File: src/rtl/nn_stream_pkg.sv
// Shared types for the nn stream pipeline: beat flags, framer states and a width helper.
package nn_stream_pkg;

  typedef struct packed {
    logic sop;
    logic eof;
    logic sof;
    logic eop;
  } stream_flags_t;

  typedef enum logic {
    IDLE,
    ACTIVE
  } framer_state_t;

  function automatic int unsigned clog2_min1(input int unsigned n);
    return (n <= 1) ? 1 : $clog2(n);
  endfunction

endpackage

File: src/rtl/nn_wrap_cnt.sv
// Modulo-MAX counter. clr restarts from zero in the same cycle, so clr together with inc
// loads the successor of zero.
module nn_wrap_cnt
  import nn_stream_pkg::*;
#(
  parameter int unsigned MAX   = 2,
  parameter int unsigned WIDTH = clog2_min1(MAX)
) (
  input  logic             clk,
  input  logic             reset_n,
  input  logic             inc,
  input  logic             clr,
  output logic [WIDTH-1:0] count,
  output logic             at_max
);

  logic [WIDTH-1:0] base;
  logic [WIDTH-1:0] count_nxt;

  always_comb begin
    base      = clr ? '0 : count;
    count_nxt = base;
    if (inc) begin
      count_nxt = (base == WIDTH'(MAX - 1)) ? '0 : base + WIDTH'(1);
    end
  end

  always_ff @(posedge clk or negedge reset_n) begin
    if (!reset_n) begin
      count <= '0;
    end else begin
      count <= count_nxt;
    end
  end

  assign at_max = (count == WIDTH'(MAX - 1));

endmodule

File: src/rtl/nn_stream_framer.sv
// Frames a raw valid/frame-start beat stream into sop/eop/sof/eof beats, one cycle latency.
// Optional statistics (err_o, frame_cnt_o) are built when NN_FRAMER_STAT_EN is defined.
module nn_stream_framer
  import nn_stream_pkg::*;
#(
  parameter int unsigned DATA_WIDTH  = 8,
  parameter int unsigned STRING_LEN  = 7,
  parameter int unsigned STRING_NUM  = 7,
  parameter int unsigned CHANNEL_NUM = 1
) (
  input  logic                  clk,
  input  logic                  reset_n,
  input  logic [DATA_WIDTH-1:0] data_i,
  input  logic                  data_valid_i,
  input  logic                  frame_start_i,
  output logic [DATA_WIDTH-1:0] data_o,
  output logic                  data_valid_o,
  output logic                  sop_o,
  output logic                  eop_o,
  output logic                  sof_o,
  output logic                  eof_o
`ifdef NN_FRAMER_STAT_EN
  ,
  output logic                  err_o,
  output logic [15:0]           frame_cnt_o
`endif
);

  localparam int unsigned CH_W  = clog2_min1(CHANNEL_NUM);
  localparam int unsigned COL_W = clog2_min1(STRING_LEN);
  localparam int unsigned ROW_W = clog2_min1(STRING_NUM);

  framer_state_t state, state_nxt;
  stream_flags_t flags, flags_q;

  logic             start, accept;
  logic             ch_first, col_first, row_first;
  logic             ch_last, col_last, row_last;
  logic             ch_at_max, col_at_max, row_at_max;
  logic             col_inc, row_inc;
  logic [CH_W-1:0]  ch_cnt;
  logic [COL_W-1:0] col_cnt;
  logic [ROW_W-1:0] row_cnt;

  // A frame start forces the beat to position (0,0,0) regardless of the counters,
  // so first/last are evaluated against that position rather than the stored count.
  always_comb begin
    start     = data_valid_i && frame_start_i;
    accept    = data_valid_i && ((state == ACTIVE) || frame_start_i);
    ch_first  = start || (ch_cnt == '0);
    col_first = start || (col_cnt == '0);
    row_first = start || (row_cnt == '0);
    ch_last   = start ? (CHANNEL_NUM == 1) : ch_at_max;
    col_last  = start ? (STRING_LEN == 1) : col_at_max;
    row_last  = start ? (STRING_NUM == 1) : row_at_max;
    col_inc   = accept && ch_last;
    row_inc   = accept && ch_last && col_last;

    flags     = '0;
    flags.sop = ch_first && col_first;
    flags.eop = ch_last && col_last;
    flags.sof = flags.sop && row_first;
    flags.eof = flags.eop && row_last;

    state_nxt = state;
    if (accept) begin
      state_nxt = flags.eof ? IDLE : ACTIVE;
    end
  end

  always_ff @(posedge clk or negedge reset_n) begin
    if (!reset_n) begin
      state <= IDLE;
    end else begin
      state <= state_nxt;
    end
  end

  // The eof beat wraps every counter back to zero, so no explicit clear is needed there.
  nn_wrap_cnt #(.MAX(CHANNEL_NUM), .WIDTH(CH_W)) u_ch_cnt (
    .clk    (clk),
    .reset_n(reset_n),
    .inc    (accept),
    .clr    (start),
    .count  (ch_cnt),
    .at_max (ch_at_max)
  );

  nn_wrap_cnt #(.MAX(STRING_LEN), .WIDTH(COL_W)) u_col_cnt (
    .clk    (clk),
    .reset_n(reset_n),
    .inc    (col_inc),
    .clr    (start),
    .count  (col_cnt),
    .at_max (col_at_max)
  );

  nn_wrap_cnt #(.MAX(STRING_NUM), .WIDTH(ROW_W)) u_row_cnt (
    .clk    (clk),
    .reset_n(reset_n),
    .inc    (row_inc),
    .clr    (start),
    .count  (row_cnt),
    .at_max (row_at_max)
  );

  always_ff @(posedge clk or negedge reset_n) begin
    if (!reset_n) begin
      data_o       <= '0;
      data_valid_o <= 1'b0;
      flags_q      <= '0;
    end else begin
      data_valid_o <= accept;
      flags_q      <= accept ? flags : '0;
      if (accept) begin
        data_o <= data_i;
      end
    end
  end

  assign sop_o = flags_q.sop;
  assign eop_o = flags_q.eop;
  assign sof_o = flags_q.sof;
  assign eof_o = flags_q.eof;

`ifdef NN_FRAMER_STAT_EN
  always_ff @(posedge clk or negedge reset_n) begin
    if (!reset_n) begin
      err_o       <= 1'b0;
      frame_cnt_o <= '0;
    end else begin
      err_o <= start && (state == ACTIVE);
      if (eof_o) begin
        frame_cnt_o <= frame_cnt_o + 16'd1;
      end
    end
  end
`endif

endmodule

File: config.mk
export PLATFORM = sky130hd
export DESIGN_NAME = nn_stream_framer
export DESIGN_NICKNAME = d
export VERILOG_FILES = /design/src/rtl/nn_stream_pkg.sv /design/src/rtl/nn_wrap_cnt.sv /design/src/rtl/nn_stream_framer.sv
export SDC_FILE = /design/constraint.sdc
export NUM_CORES = 1
export LEC_CHECK = 0
export CAP_MARGIN = 20
export CORE_MARGIN = 5
export CORE_UTILIZATION = 46
export DETAILED_ROUTE_END_ITERATION = 6
export GPL_ROUTABILITY_DRIVEN = 0
export PLACE_DENSITY = 0.77
export REMOVE_ABC_BUFFERS = 1
export SYNTH_ARGS = -nofsm -noshare
export SYNTH_HDL_FRONTEND = slang
export SYNTH_HIERARCHICAL = 1
export SYNTH_SLANG_ARGS = --single-unit
export TNS_END_PERCENT = 50
File: constraint.sdc
create_clock -name clk -period 2.2 [get_ports clk]
set_clock_uncertainty 0.05 [all_clocks]
set_input_delay 0.44 -clock clk [delete_from_list [all_inputs] [get_ports clk]]
set_output_delay 0.44 -clock clk [all_outputs]
set_load 0.02 [all_outputs]
* Yosys cells after proc, flatten, opt, wreduce, memory -nomap -nowiden
Index checks and enable logic that the tools add are counted.
** Storage, ports and cells
- Register bits after elaboration :: 21
- Output and inout port bits :: 13
- Logic and storage cells :: 46
- Input port bits :: 12
** Operators by class
- Reductions and logical operators :: 14
- Equal/unequal tests :: 4
- Add/sub/neg operators :: 3
- Bitwise operators :: 1
- Muxes and demuxes :: 14
** Operators with widths (number)
- $mux 3 :: 6
- $eq 3x3->1 const B :: 4
- $logic_and 1x1->1 :: 8
- $mux 1 :: 7
- $add 3x1->3 const B :: 2
- $logic_not 3->1 :: 2
- $logic_or 1x1->1 :: 4
- $mux 4 :: 1
- $add 1x1->1 const B :: 1
- $not 1->1 :: 1

* Longest topological paths before layout
Gate-level depths: netlist of run 1.
- Depth in word-level cells :: 5
- Mapped depth :: 6
- Depth with buffers taken out :: 6

* By module
The synthesis of run 1 kept the hierarchy.
** Modules (own cells, without submodules)
- nn_stream_framer :: area an instance 561.8 sq um, cells an instance 41, seq. area each 350.3 sq um, times used 1
- nn_wrap_cnt at u_col_cnt ... :: area an instance 158.9 sq um, cells an instance 15, seq. area each 75.1 sq um, times used 2
- nn_wrap_cnt at u_ch_cnt :: area an instance 41.3 sq um, cells an instance 3, seq. area each 25.0 sq um, times used 1

* Worst setup path after synthesis of run 1
OpenSTA, ideal clock, no wires.
- Kind :: register to register
- Start :: reg u_col_cnt.count[1]
- End :: reg u_row_cnt.count[0]
- Buffers on the path :: 0
- Slack :: 0.653 ns
- Cell stages (with the launch flop) :: 7
- Data required time :: 2.046 ns
- Arrival time :: 1.393 ns
- Period minus slack after synthesis :: 1.547 ns
- Setup time :: 0.104 ns
- Cells stage by stage :: dfrtp_1 > and2_1 > and2b_2 > nand4_1 > nor2_1 > or3b_1 > o311ai_1
** On the way
- Word-level cells in the longest chain between the ends :: 4
** RTL lines
- start, declared :: line nn_wrap_cnt.sv:13 : output logic [WIDTH-1:0] count,
- start signal, assigned :: line nn_wrap_cnt.sv:32 : count <= count_nxt;
- $eq 3x3->1 :: line nn_wrap_cnt.sv:36 : assign at_max = (count == WIDTH'(MAX - 1));
- net col_at_max :: line nn_stream_framer.sv:39 : logic ch_at_max, col_at_max, row_at_max;
- $mux 1 :: line nn_stream_framer.sv:54 : col_last = start ? (STRING_LEN == 1) : col_at_max;
- $logic_and 1x1->1 :: line nn_stream_framer.sv:57 : row_inc = accept && ch_last && col_last;
- net row_inc :: line nn_stream_framer.sv:40 : logic col_inc, row_inc;
- $mux 3 :: line nn_wrap_cnt.sv:23 : if (inc) begin
- net u_row_cnt.count_nxt[0] :: line nn_wrap_cnt.sv:18 : logic [WIDTH-1:0] count_nxt;
- end signal, assigned :: line nn_wrap_cnt.sv:32
- end, declared :: line nn_wrap_cnt.sv:13
The timed path passes the listed nets, and every way through them passes these cells.
A chain may end at the register's enable or synchronous reset.

* Worst setup path in the final report of run 1
- Start :: in data_valid_i
- End :: reg u_row_cnt.count[0]
** On the way
- Word-level cells in the longest chain between the ends :: 5
- Elaborated cells between the ends (all ways) :: 11
- Classes of those cells :: 1 x add/sub; 1 x eq/ne; 5 x mux; 4 x reduce/logical
** RTL lines
- start, declared :: line nn_stream_framer.sv:14 : input logic data_valid_i,
- $logic_and 1x1->1 :: line nn_stream_framer.sv:48 : start = data_valid_i && frame_start_i;
- $mux 1 :: line nn_stream_framer.sv:53 : ch_last = start ? (CHANNEL_NUM == 1) : ch_at_max;
- $logic_and 1x1->1 :: line nn_stream_framer.sv:57
- $logic_and 1x1->1 * :: line nn_stream_framer.sv:57
- net row_inc :: line nn_stream_framer.sv:40
- $mux 3 * :: line nn_wrap_cnt.sv:23
- net u_row_cnt.count_nxt[0] :: line nn_wrap_cnt.sv:18
The timed path passes the listed nets; every way through them passes the cells marked *.

==> results of run 1 <==
==> final timing paths <==
kind | depth (start not counted) | startpoint | end
worst min-delay path | 2 | reset_n | state$_DFFE_PN0P_
worst min register to register | 1 | data_o[7]$_DFFE_PN0P_ | data_o[7]$_DFFE_PN0P_
worst max register to register | 6 | u_col_cnt/count[1]$_DFF_PN0_ | u_row_cnt/count[0]$_DFF_PN0_
max in group asynchronous | 2 | reset_n | u_row_cnt/count[1]$_DFF_PN0_
min in group clk | 1 | data_o[7]$_DFFE_PN0P_ | data_o[7]$_DFFE_PN0P_
worst max-delay path | 5 | data_valid_i | u_row_cnt/count[0]$_DFF_PN0_
==> logic make-up after synthesis <==
group | count (synthesis) | share of synthesized area
compound gates | 16 | 0.1440
mux | 8 | 0.09783
buf+inv | 7 | 0.02988
simple gates | 22 | 0.1576
flops | 21 | 0.5706
==> per-layer routing <==
metal / share of wire / vias to the layer above / GRT usage
met5: 0 / - / 0
met4: 0.0087 / 0 / 0.06224
met3: 0.13 / 2 / 0.03815
met2: 0.45 / 21 / 0.2047
met1: 0.41 / 316 / 0.1394
li1: - / 321 / -
==> layout make-up <==
class / count / area (sq um) / share of cell area
Timing Repair Buffer: 25 / 247.7 / 0.2025
Inverter: 6 / 22.52 / 0.01840
Tap cell: 27 / 33.78 / 0.02761
Clock buffer: 4 / 26.28 / 0.02147
Multi-Input combinational cell: 46 / 367.9 / 0.3006
Sequential cell: 21 / 525.5 / 0.4294
==> power groups by stage <==
stage / Clock (mW) / Combinational [mW] / Sequential, mW
after global routing: 0.200 / 0.202 / 0.458
after CTS: 0.185 / 0.190 / 0.452
after floorplan: 0 / 0.0692 / 0.486
after global placement: 0 / 0.187 / 0.458
after detailed placement: 0 / 0.190 / 0.459
final: 0.175 / 0.187 / 0.452
==> per-stage QoR <==
step | utilization | setup slack (ns) | total power [mW] | std cells
after floorplan | - | 0.6536 | 0.5549 | 73
after global placement | 0.6166 | 0.1997 | 0.6443 | 125
after detailed placement | 0.6166 | 0.1020 | 0.6495 | 125
after CTS | 0.6302 | 0.4397 | 0.8269 | 129
after global routing | 0.6302 | 0.2083 | 0.8607 | 129
final | 0.6302 | 0.4198 | 0.8141 | 129
==> worst max-delay path: stages <==
cell and delay [ns]:
clkdlybuf4s50_1 0.60, nand4_1 0.20, nor2_1 0.35, inv_1 0.07
o311ai_1 0.26
==> cell usage in the layout, fill, tap and decap left out, types with 2 or more instances in the layout <==
cell             synthesis  final
nand2_1                  4      4
clkdlybuf4s50_1          0     24
dfrtp_1                 21     21
and2b_2                  2      2
a21bo_2                  2      2
clkbuf_4                 0      3
inv_1                    6      6
nor2_1                   2      2
nand4b_1                 2      2
or3b_1                   2      2
mux2_2                   8      8
o211a_1                  2      2
a21oi_1                  5      5
nor3_1                   3      3
and2_1                   2      2
o311ai_1                 2      2
==> results.md, run 1 <==
- Status: finished clean
- Clock power frac: 0.215
- CORE AREA: slightly below 2000 sq um
- Total global-route track usage: 0.1226
- Yosys cell types: 25
- RSZ-0062 raised after global routing: false
- Total Neg Setup Slack: 0 ns
- Remaining global-route overflow: 0
- FF+latch count, synth: 21
- I/O pin count: 25
- Max IR drop VDD: between 0.3 and 0.4 mV
- Filler Cell Count: 160
- Cell Int Power: around 600 uW
- Data arrival, critical path: 1.93 ns
- Leak: 0.5426 nW
- Largest Register: data_o
- Area grow syn2layout: 32.88%
- Worst skew pair latency: ~0.29 ns
- Number of global-route vias before repair: 634
- WP data required: about 2.4 ns
- Pwr dens: between 600 and 700 nW/um^2
- Setup Buffers After CTS: 0
- Pre-antenna DRT Iters: 3
- Cell Area, Synth: slightly above 900 sq um
- Post-synth top cells: dfrtp_1, mux2_2, inv_1
- Chip width: 54.74 microns
- Hold_buf cts: 0
- Top cells by area, synth: dfrtp_1, mux2_2, a21oi_1
- Pin slew with the least headroom to its limit: approximately 0.41 ns
- CTS tree: built
- Power share of the combinational group: 0.230
- Fin nets: 115
- Max reg flops: 8
- HP Class: in2async
- Routed WL per cell: approximately 12 microns
- Rows: 16
- Max Fanout on Critical Path: 7
- CTS resizes: 0
- Total die area: 2996 sq um
- Cell Area, Placed: ~1200 sq um
- Mean area per synthesized cell: around 12 sq um
- Sw power: around 220 uW
- Vias: 660
- Final setup fails: 0
- WS Path Type: in2reg
- Sw Ratio: 0.2647
- Slew Viols, Final: 0
- Design area: approximately 1200 sq um
- Clock slew at reported path FFs: between 0.1 and 0.15 ns
- Post-synth ARST share: 1.000
- Number of CTS-inserted buffers: 3
- Yosys top cell area share: 0.5707
- DR DRC count: 0
- Min Tclk post-route: between 1.5 and 2 ns
- Clk root buf: clkbuf_4
- First-pass GRT wire length: 2559 microns
- CTS max path bufs: 2
- Die Y: around 55 microns
- Post-synth EDFFs: 0
- Sequential-to-total area share from yosys stat: 0.5707
- Antenna Cells: 0
- Worst Setup End Kind: flip-flop
- Largest net degree at the start of global routing: 22
- H-tree depth: 1
- Share of layout cells above drive strength 1: 0.1961
- WL final: 1605 microns
- DR iter-0 viols: 5
- Most common cell in the netlist: dfrtp_1
- Power share of the sequential group: 0.555
- DR vias/cell: ~5.1
- Sink Count: 21
- Initial antenna violation count: 0
- Biggest regs: data_o x8, u_col_cnt/count x3, u_row_cnt/count x3
- Final hold slack: 0.4241 ns
- Fin crit share: 0.8092
- Synth area leader: dfrtp_1
- Final hold vios: 0
- Startpoint types: primary input
- Setup slack, reg-to-reg: between 0.4 and 0.5 ns
- I/O Buffers: 24
- Max Cap Viol: 0
- Synth Flop Type: dfrtp_1
- Post-route ant nets: 0
- Initial core utilization: 0.4742
- Syn. warnings: 6
- FMAX: 561.8 MHz
- Mapped Cells: between 70 and 80
- Placed wire-length estimate: 1255 microns
- Rel. slew slack: 0.7229
No activity file was read; power rests on OpenSTA's default activity.
==> run 2, diff against run 1 <==
Clock period 2.2 ns to 1.8 ns, I/O delays scaled along.
==> run 2 against run 1 <==
Register-to-register slack got worse by 0.26 ns. Design area rose by 4.9%. Combinational power rose by 31%. Via count rose by 5.5%. Worst setup slack got worse by 0.30 ns. Clock power rose by 25%. Cell count rose by 6.2%. Count of clock-buffer cells in the layout did not move. Hold slack got worse by 0.083 ns. Flip-flop and latch count did not move. Core utilization rose by 3.1 points. Critical path type is now reg2out. Largest cell class unchanged. Largest power group unchanged. Highest routed layer unchanged.
==> results.md, run 2 (synthesis gave the netlist of run 1 again) <==
- Post-route setup slack: 0.1174 ns (was 0.4198 ns)
- WL final: 1860 microns (was 1605 microns)
- Hold_buf cts: 0 (unchanged)
- WP buf/inv: 1 (was 2)
- Die Y: 54.74 microns (unchanged)
- Worst reg2reg path startpoint: u_col_cnt/count[1]$_DFF_PN0_ (unchanged)
- Sink Count: 21 (unchanged)
- Pre-antenna DRT Iters: 4 (was 3)
- Fin nets: 123 (was 115)
- Setup slack, reg-to-reg: 0.20 ns (was 0.46 ns)
- Share of layout cells above drive strength 1: 0.2545 (was 0.1961)
- Total die area: 2996 sq um (unchanged)
- DR DRC count: 0 (unchanged)
- Total global-route track usage: 0.1503 (was 0.1226)
- Post-Place Setup Slack: -0.01236 ns (was 0.1020 ns)
- CTS tree: built (unchanged)
- Max Cap Viol: 0 (unchanged)
- Antenna Cells: 0 (unchanged)
- Min Tclk post-route: approximately 1.7 ns
- Max Fanout on Critical Path: 2 (was 7)
- Data arrival, critical path: 1.27 ns (was 1.93 ns)
- Max IR drop VDD: 0.7018 mV (was 0.3887 mV)
- FMAX: ~600 MHz
- Clock slew at reported path FFs: 0.11 ns (about the same)
- First-pass GRT wire length: 3208 microns (was 2559 microns)
- Pin slew with the least headroom to its limit: 0.3789 ns (was 0.4148 ns)
- DR iter-0 viols: 10 (was 5)
- Routed WL per cell: 13.58 microns (was 12.44 microns)
- Slew Viols, Final: 0 (unchanged)
- Vias: 696 (was 660)
- CORE AREA: 1942 sq um (unchanged)
- Setup Buffers After CTS: 0 (unchanged)
- Initial core utilization: 0.4742 (unchanged)
- CP Depth: 1 (was 5)
- Largest net degree at the start of global routing: 22 (unchanged)
- Commonest cells after routing, fill and taps aside: clkdlybuf4s50_1, dfrtp_1, buf_4 (was clkdlybuf4s50_1, dfrtp_1, mux2_2)
- Final hold slack: 0.3406 ns (was 0.4241 ns)
- Finished Layout Cells: 137 (was 129)
- Remaining global-route overflow: 0 (unchanged)
- Status: finished clean (unchanged)
- Most common cell after layout, fill and taps aside: clkdlybuf4s50_1 (unchanged)
- Rows: 16 (unchanged)
- Slowest cell on crit path: clkdlybuf4s50_1 (unchanged)
- Largest Register: data_o (unchanged)
- Fin crit share: 0.9348
- CP peak stage delay: 0.61 ns (was 0.60 ns)
- WP data required: 1.39 ns (was 2.35 ns)
- I/O pin count: 25 (unchanged)
- Worst skew pair latency: 0.29 ns (about the same)
- CP cell instances: clkdlybuf4s50_1 (was clkdlybuf4s50_1 -> nand4_1 -> nor2_1 -> inv_1 -> o311ai_1)
- Max reg flops: 8 (unchanged)
- Clk root buf: clkbuf_4 (unchanged)
- Startpoint types: flip-flop (was primary input)
- Final setup fails: 0 (unchanged)
- Biggest regs: data_o x8, u_col_cnt/count x3, u_row_cnt/count x3 (unchanged)
- Reg-to-Reg End: u_row_cnt/count[1]$_DFF_PN0_ (was u_row_cnt/count[0]$_DFF_PN0_)
- RSZ-0062 raised after global routing: false (unchanged)
- Placed wire-length estimate: 1448 microns (was 1255 microns)
- Final hold vios: 0 (unchanged)
- Number of CTS-inserted buffers: 3 (unchanged)
- Number of global-route vias before repair: 698 (was 634)
- Pwr dens: 792.4 nW/um^2 (was 665.3 nW/um^2)
- H-tree depth: 1 (unchanged)
- Initial antenna violation count: 0 (unchanged)
- CTS resizes: 0 (unchanged)
- Chip width: 54.74 microns (unchanged)
- Post-route ant nets: 0 (unchanged)
- Rel. slew slack: 0.7434 (was 0.7229)
- WS Path Type: reg2out (was in2reg)
- Leak: 0.5814 nW (was 0.5426 nW)
- HP Class: in2async (unchanged)
- I/O Buffers: 24 (unchanged)
- DR vias/cell: 5.080 (was 5.116)
- CTS max path bufs: 2 (unchanged)
- Worst Setup End Kind: output pin (was flip-flop)
- Post-Place Cells: 133 (was 125)
- Reg2Reg Depth: 7 (was 6)
- Crit-path leading delay family: buffers and inverters (unchanged)
- Area grow syn2layout: 39.40% (was 32.88%)
==> run 2: worst max path at each step <==
stage / start / to / slack (ns)
after floorplan: u_col_cnt/count[1]$_DFF_PN0_ / u_row_cnt/count[0]$_DFF_PN0_ / 0.25
after global placement: frame_start_i / data_o[6]$_DFFE_PN0P_ / 0.04
after detailed placement: data_valid_i / u_row_cnt/count[1]$_DFF_PN0_ / -0.01
after CTS: data_o[3]$_DFFE_PN0P_ / data_o[3] / 0.09
after global routing: u_col_cnt/count[1]$_DFF_PN0_ / u_row_cnt/count[1]$_DFF_PN0_ / 0.02
final: data_o[3]$_DFFE_PN0P_ / data_o[3] / 0.12
==> run 2: through the flow <==
step / setup TNS [ns] / utilization / total power [mW] / area (sq um)
finish: 0 / 0.6611 / 1.017 / 1284
global route: 0 / 0.6611 / 1.083 / 1284
CTS: 0 / 0.6611 / 1.029 / 1284
detailed placement: -0.01236 / 0.6476 / 0.8100 / 1257
global placement: 0 / 0.6476 / 0.8001 / 1257
floorplan: 0 / - / 0.6782 / 915.9
==> run 2: layout make-up <==
type                            instances  area [sq um]
Clock buffer                            4         26.28
Fill cell                             163         658.1
Inverter                                6         22.52
Multi-Input combinational cell         46         367.9
Sequential cell                        21         525.5
Tap cell                               27         33.78
Timing Repair Buffer                   33         307.8
==> run 2: metal layers <==
layer	track usage	vias to the layer above	wire, microns
met4	0.03734	0	9
met3	0.04360	2	171
met1	0.1865	334	791
met2	0.2539	21	888
li1	-	339	-
met5	0	-	0
==> run 2: power breakdown <==
part	switching, mW	internal (mW)
Clock	0.132	0.0861
Sequential	0.0369	0.517
Combinational	0.107	0.138
Total	0.276	0.741
